--- src/rtl/count_lockstep_ctrl.sv ---
// count_lockstep_ctrl: sequences resets for two lockstep counters, checks they match over a window, retries on mismatch
module count_lockstep_ctrl #(
   parameter int WIDTH      = 32,
   parameter int WINDOW     = 16,
   parameter int RST_CYCLES = 2,
   parameter int MAX_RETRY  = 3
) (
   input  logic             clk,
   input  logic             rst,
   input  logic             start,
   input  logic             inject,
   input  logic [WIDTH-1:0] cnt1,
   input  logic [WIDTH-1:0] cnt2,
   output logic             rstn1,
   output logic             rstn2,
   output logic             busy,
   output logic             pass,
   output logic             fail,
   output logic [3:0]       retry_cnt,
   output logic [7:0]       mismatch_cnt,
   output logic [WIDTH-1:0] mm_cnt1,
   output logic [WIDTH-1:0] mm_cnt2
);

   localparam int WW = $clog2(WINDOW);
   localparam int RW = $clog2(RST_CYCLES + 1);

   typedef enum logic [2:0] {IDLE, RESET, COMPARE, RESYNC, PASS, FAIL} state_t;

   state_t        state;
   logic [WW-1:0] win;
   logic [RW-1:0] rc;

   // Control FSM; every output is registered and takes the value of the state being entered
   always_ff @(posedge clk or posedge rst) begin
      if (rst) begin
         state        <= IDLE;
         win          <= '0;
         rc           <= '0;
         rstn1        <= 1'b0;
         rstn2        <= 1'b0;
         busy         <= 1'b0;
         pass         <= 1'b0;
         fail         <= 1'b0;
         retry_cnt    <= '0;
         mismatch_cnt <= '0;
         mm_cnt1      <= '0;
         mm_cnt2      <= '0;
      end else begin
         rstn1 <= 1'b1;
         rstn2 <= 1'b1;
         case (state)
            IDLE, PASS, FAIL: begin
               if (start) begin
                  state        <= RESET;
                  rc           <= '0;
                  rstn1        <= 1'b0;
                  rstn2        <= 1'b0;
                  busy         <= 1'b1;
                  pass         <= 1'b0;
                  fail         <= 1'b0;
                  retry_cnt    <= '0;
                  mismatch_cnt <= '0;
                  mm_cnt1      <= '0;
                  mm_cnt2      <= '0;
               end
            end
            RESET: begin
               if (rc == RW'(RST_CYCLES - 1)) begin
                  state <= COMPARE;
                  win   <= '0;
               end else begin
                  rc    <= rc + 1'b1;
                  rstn1 <= 1'b0;
                  rstn2 <= 1'b0;
               end
            end
            COMPARE: begin
               rstn1 <= !inject;
               if (cnt1 != cnt2) begin
                  mismatch_cnt <= (mismatch_cnt == 8'hff) ? mismatch_cnt : mismatch_cnt + 8'd1;
                  mm_cnt1      <= cnt1;
                  mm_cnt2      <= cnt2;
                  if (retry_cnt < 4'(MAX_RETRY)) begin
                     state <= RESYNC;
                  end else begin
                     state <= FAIL;
                     busy  <= 1'b0;
                     fail  <= 1'b1;
                  end
               end else if (win == WW'(WINDOW - 1)) begin
                  state <= PASS;
                  busy  <= 1'b0;
                  pass  <= 1'b1;
               end else begin
                  win <= win + 1'b1;
               end
            end
            RESYNC: begin
               state     <= RESET;
               rc        <= '0;
               retry_cnt <= retry_cnt + 4'd1;
               rstn1     <= 1'b0;
               rstn2     <= 1'b0;
            end
            default: state <= IDLE;
         endcase
      end
   end

endmodule

--- config.mk ---
export PLATFORM = sky130hd
export DESIGN_NAME = count_lockstep_ctrl
export DESIGN_NICKNAME = d
export VERILOG_FILES = /design/src/rtl/count_lockstep_ctrl.sv
export SDC_FILE = /design/constraint.sdc
export NUM_CORES = 1
export LEC_CHECK = 0
export CAP_MARGIN = 30
export CORE_MARGIN = 4
export CORE_UTILIZATION = 47
export CTS_BUF_LIST = sky130_fd_sc_hd__clkbuf_8
export CTS_CLUSTER_SIZE = 14
export DETAILED_ROUTE_END_ITERATION = 8
export PLACE_DENSITY = 0.92
export SYNTH_ARGS = -nofsm -noshare
export SYNTH_HDL_FRONTEND = slang
export SYNTH_SLANG_ARGS = --single-unit
--- constraint.sdc ---
create_clock -name clk -period 4 [get_ports clk]
set_input_delay 0.8 -clock clk [delete_from_list [all_inputs] [get_ports clk]]
set_output_delay 0.8 -clock clk [all_outputs]
set_load 0.1 [all_outputs]
**Word-level counts from Yosys, hierarchy flattened**

Cells that the tools add are included.

- Memories kept: 0
- Register bits: 90
- Latch bits: 0
- Memory bits (writable): 0
- Word-level logic and storage cells: 93
- Bits of input ports: 68
- Memory bits (read-only): 0

- Bitwise logic cells: 0
- $lt $le $gt $ge: 1
- Multiplexer cells: 40
- Multiply operators: 0
- Shift-type cells: 0
- Divide/modulo/power cells: 0
- Equality and inequality tests: 20
- Reductions and logical operators: 16
- Add/subtract/negate cells: 4

Operator list:

| operator | count |
|---|---|
| 32-bit case mux with 2 select lines | 2 |
| 32-bit 2-to-1 mux | 3 |
| 32-bit inequality test | 1 |
| 8-bit 2-to-1 mux | 3 |
| 4-bit AND reduction | 5 |
| 2-bit inequality test (second input constant) | 9 |
| 4-bit 2-to-1 mux | 4 |
| 4-bit case mux with 2 select lines | 2 |
| 8-bit case mux with 2 select lines | 1 |
| 3-bit 2-to-1 mux | 5 |
| 3-bit case mux with 4 select lines | 1 |
| 1-bit 2-to-1 mux | 11 |
| 3-bit AND reduction | 3 |
| 4-bit by 1-bit adder with 4-bit output (second input constant) | 2 |
| 8-bit by 1-bit adder with 8-bit output (second input constant) | 1 |
| 8-bit equality test (second input constant) | 1 |
| 3-bit by 2-bit equality test with 1-bit output (second input constant) | 2 |
| 3-bit equality test (second input constant) | 2 |
| 3-bit inequality test (second input constant) | 2 |
| 1-bit case mux with 2 select lines | 3 |
| 2-bit case mux with 3 select lines | 1 |
| 2-bit nonzero test | 3 |
| 4-bit equality test (second input constant) | 1 |
| 4-bit by 2-bit less-than comparator with 1-bit output (second input constant) | 1 |
| other kinds (11) | 12 |

**Depth between registers and ports, before layout**

- Depth after elaboration: 4
- Mapped depth: 8
- Mapped depth without buffers: 7

**Least setup slack after synthesis**

No wires, ideal clock.

- Path kind: reg-to-reg
- Start point: register mismatch_cnt[0]
- End point: register mismatch_cnt[3]
- Data arrival time: 2.223 ns
- Setup slack: 1.705 ns
- Path buffers: 0
- Cell stages (with the launch flop): 8
- Library setup time: 0.073 ns
- Required time: 3.927 ns
- Period minus slack after synthesis: 2.295 ns
- Path through: dfrtp_1 > ha_1 > nand2_1 > nor2_1 > a31oi_1 > nor2_1 > o21ai_0 > nand3_1

- Word-level cells in the longest chain between the ends: 4

RTL lines:

| what | line | text |
|---|---|---|
| from (decl) | 20 | `output logic [7:0] mismatch_cnt,` |
| from (signal assigned) | 81 | `mismatch_cnt <= (mismatch_cnt == 8'hff) ? mismatch_cnt : mismatch_cnt + 8'd1;` |
| 8-bit by 1-bit adder with 8-bit output | 81 |  |
| 8-bit 2-to-1 mux | 81 |  |
| 8-bit 2-to-1 mux | 80 | `if (cnt1 != cnt2) begin` |
| 8-bit case mux with 2 select lines | 52 | `case (state)` |

Several ways; a longest one is shown, not always the timed one. The select of a mux whose other input is x is not followed.
A chain may end at the register's enable or synchronous reset.

**Worst setup path after layout**

- Start point: input port cnt1[12]
- End point: register mismatch_cnt[6]

- Word-level cells in the longest chain between the ends: 3

RTL lines:

| what | line | text |
|---|---|---|
| from (decl) | 12 | `input logic [WIDTH-1:0] cnt1,` |
| 32-bit inequality test | 80 |  |
| 2-bit inequality test (no source line) | - |  |
| 4-bit AND reduction (no source line) | - |  |

Every way passes these cells.

==> results.yml <==
sta:
  timing.final.ws_setup_ns: 0.938
  tightest_slew_ns: 1.01
  slew_headroom_pct: 32.1
  max_freq_ghz: 0.327
  setup_viol: 0
  rsz0062_at_grt: "no"
  finalCriticalPeriod_ns: 3.06
  drv_slew: 0
  fin_skew_ns: 0.00972
  period_share_pct: 76.6
  hold_viol: 0
  finalSetupTns_ns: 0
grt:
  antenna_found_initial: 0
  grt_pass1_wl_um: 19300
  grt_max_degree: 97
  grt_pass1_vias: 3999
  grt-ovfl-total: 0
  track_usage_pct: 23.3
logic_synthesis:
  yosysMostFrequentCell: "nand2_1"
  ys.flop_type: "dfrtp_1"
  synthCells: 478
  synth-seq-area-share_pct: 52.6
  synthArstFlopShare_pct: 100
  synth_top_cell_area_share_pct: 52.6
  synth_area_leaders: "dfrtp_1, nand2_1, o21ai_0"
  synth_top_cell_by_area: "dfrtp_1"
  synthTopCellsByCount: "nand2_1, dfrtp_1, o21ai_0, xnor2_1, nor2_1"
  synth_nets: 550
  synth_edf_count: 0
  syn_area_mm2: 0.00428
  yosys_warnings: 0
  synth_seq_cells: 90
  syn_area_per_cell_um2: 8.96
  ys_types: 43
finish:
  fin_util_pct: 68.8
  multi_input_area_mm2: 0.00190
  syn_to_final_growth_pct: 41.5
  fillers: 675
  final_area_mm2: 0.00606
  drive_gt1_share_pct: 4.53
  diodes: 0
  ff_latch_area_mm2: 0.00225
  fin_nets: 686
setup_path:
  cp-start-kind: "primary input"
  arrival_ns: 3.29
  cp-end-kind: "flop"
  required_ns: 4.23
  critPathKind: "in -> reg"
  path_max_fanout: 17
  r2r-start: "state[1]"
  rrSetupSlack_ns: 1.31
  timing.rr.end: "mm_cnt1[30]"
  reg2reg_depth: 5
status:
  outcome: "finished, final reports clean"
min_path:
  holdCritStartpoint: "mm_cnt1[27]"
  whs_endpoint: "mm_cnt1[27]"
  min_path_type: "reg -> reg"
  holdPathStages: 2
floorplan:
  start_util_pct: 48.7
  die_y_um: 103
  pin_count: 149
  core_area_mm2: 0.00881
  die_w_um: 103
  rows: 34
  die_area_mm2: 0.0107
placed_design:
  dpl.hpwl_um: 9080
  post-place-ws_ns: 0.557
  gp_congestion: 0.828
  portBuffers: 148
  postPlaceCellArea_mm2: 0.00584
routing:
  vias: 3960
  drc: 0
  wire_per_inst_um: 16.7
  firstDrtPassIters: 5
  vias_per_cell: 5.45
  final_antenna_net_count: 0
  totalWireLength_um: 12100
  drt-initial-drc-count: 202
clock_tree:
  post_cts_buffers: 0
  cts_root_buffer: "clkbuf_8"
  clkTransAtPathRegs_ns: 0.09
  cts_tree: "yes"
  cts_hold_buf: 0
  htree_num_levels: 3
  cts_resized: 0
  cts_sinks: 90
  cts_buffers: 9
  clockBufferDepth: 2
  clock_latency_ns: 0.34
job:
  maxCapViolations: 0
-- how the worst max path moves through the flow --
stage	start	end	slack, ns
2_1_floorplan	rst	busy	0.86
3_3_place_gp	cnt1[12]	mismatch_cnt[6]	0.60
3_5_place_dp	cnt1[12]	mismatch_cnt[6]	0.56
4_1_cts	cnt1[12]	mismatch_cnt[6]	0.93
5_1_grt	cnt1[12]	mismatch_cnt[6]	0.67
6_report	cnt1[12]	mismatch_cnt[6]	0.94
-- layout by cell type (no fill, tap or decap), drive strengths merged, types with 3 or more instances in the layout --
cell type	n
and2	3
o21ai	68
ha	4
mux2i	6
nand4	12
nor2	16
or3	4
nand3	13
clkdlybuf4s50	148
clkbuf	10
dfrtp	90
xnor2	33
nand2	151
a22o	3
a21oi	12
clkinv	4
buf	4
inv	5
or4	3
-- layer usage --
metal / GRT usage (%) / vias up / part of all wire [%] / wire length [um]
met5: 0 / - / 0 / 0
met1: 28.8 / 1916 / 41 / 4960
li1: - / 1877 / - / -
met2: 40.0 / 148 / 50 / 6100
met3: 5.10 / 19 / 6.8 / 823
met4: 8.37 / 0 / 2.2 / 269
-- cell families after synthesis --
| family | Yosys count | share of synthesized area [%] |
|---|---|---|
| AO/OA/AOI/OAI | 99 | 13.1 |
| XOR/XNOR | 33 | 6.75 |
| adder cells (fa/ha/maj) | 4 | 1.17 |
| buffers and inverters | 33 | 3.45 |
| flip-flops | 90 | 52.6 |
| multiplexers | 6 | 1.40 |
| AND/OR/NAND/NOR | 213 | 21.5 |
-- critical path, stage by stage --
cell and delay, ns:
clkdlybuf4s50_1 0.44, xnor2_1 0.33, nand4_1 0.20, nor4_2 0.52
and2_1 0.56, mux2i_1 0.16, a211o_1 0.28
-- cell type report --
| type | instances | share of cell area (%) |
|---|---|---|
| clock buffer | 10 | 2.27 |
| clock inverter | 5 | 1.30 |
| inverter | 6 | 0.392 |
| multi-input combinational | 355 | 31.3 |
| sequential | 90 | 37.2 |
| tap | 108 | 2.23 |
| timing repair buffer | 152 | 25.4 |
-- through the flow --
step                hold WS [ns]  std cells
floorplan                  0.474        478
global placement           0.490        711
detailed placement         0.520        711
CTS                        0.533        726
global route               0.549        726
finish                     0.532        726
-- state kept, by name, summed over array words and instances, names as in the netlist --
name          cells
rstn1             1
rstn2             1
busy              1
mismatch_cnt      8
pass              1
rc                2
fail              1
win               4
retry_cnt         4
mm_cnt2          32
mm_cnt1          32
state             3
Power is not shown: default switching activity piles up to over one toggle a cycle in this logic, so the estimate is an artifact.
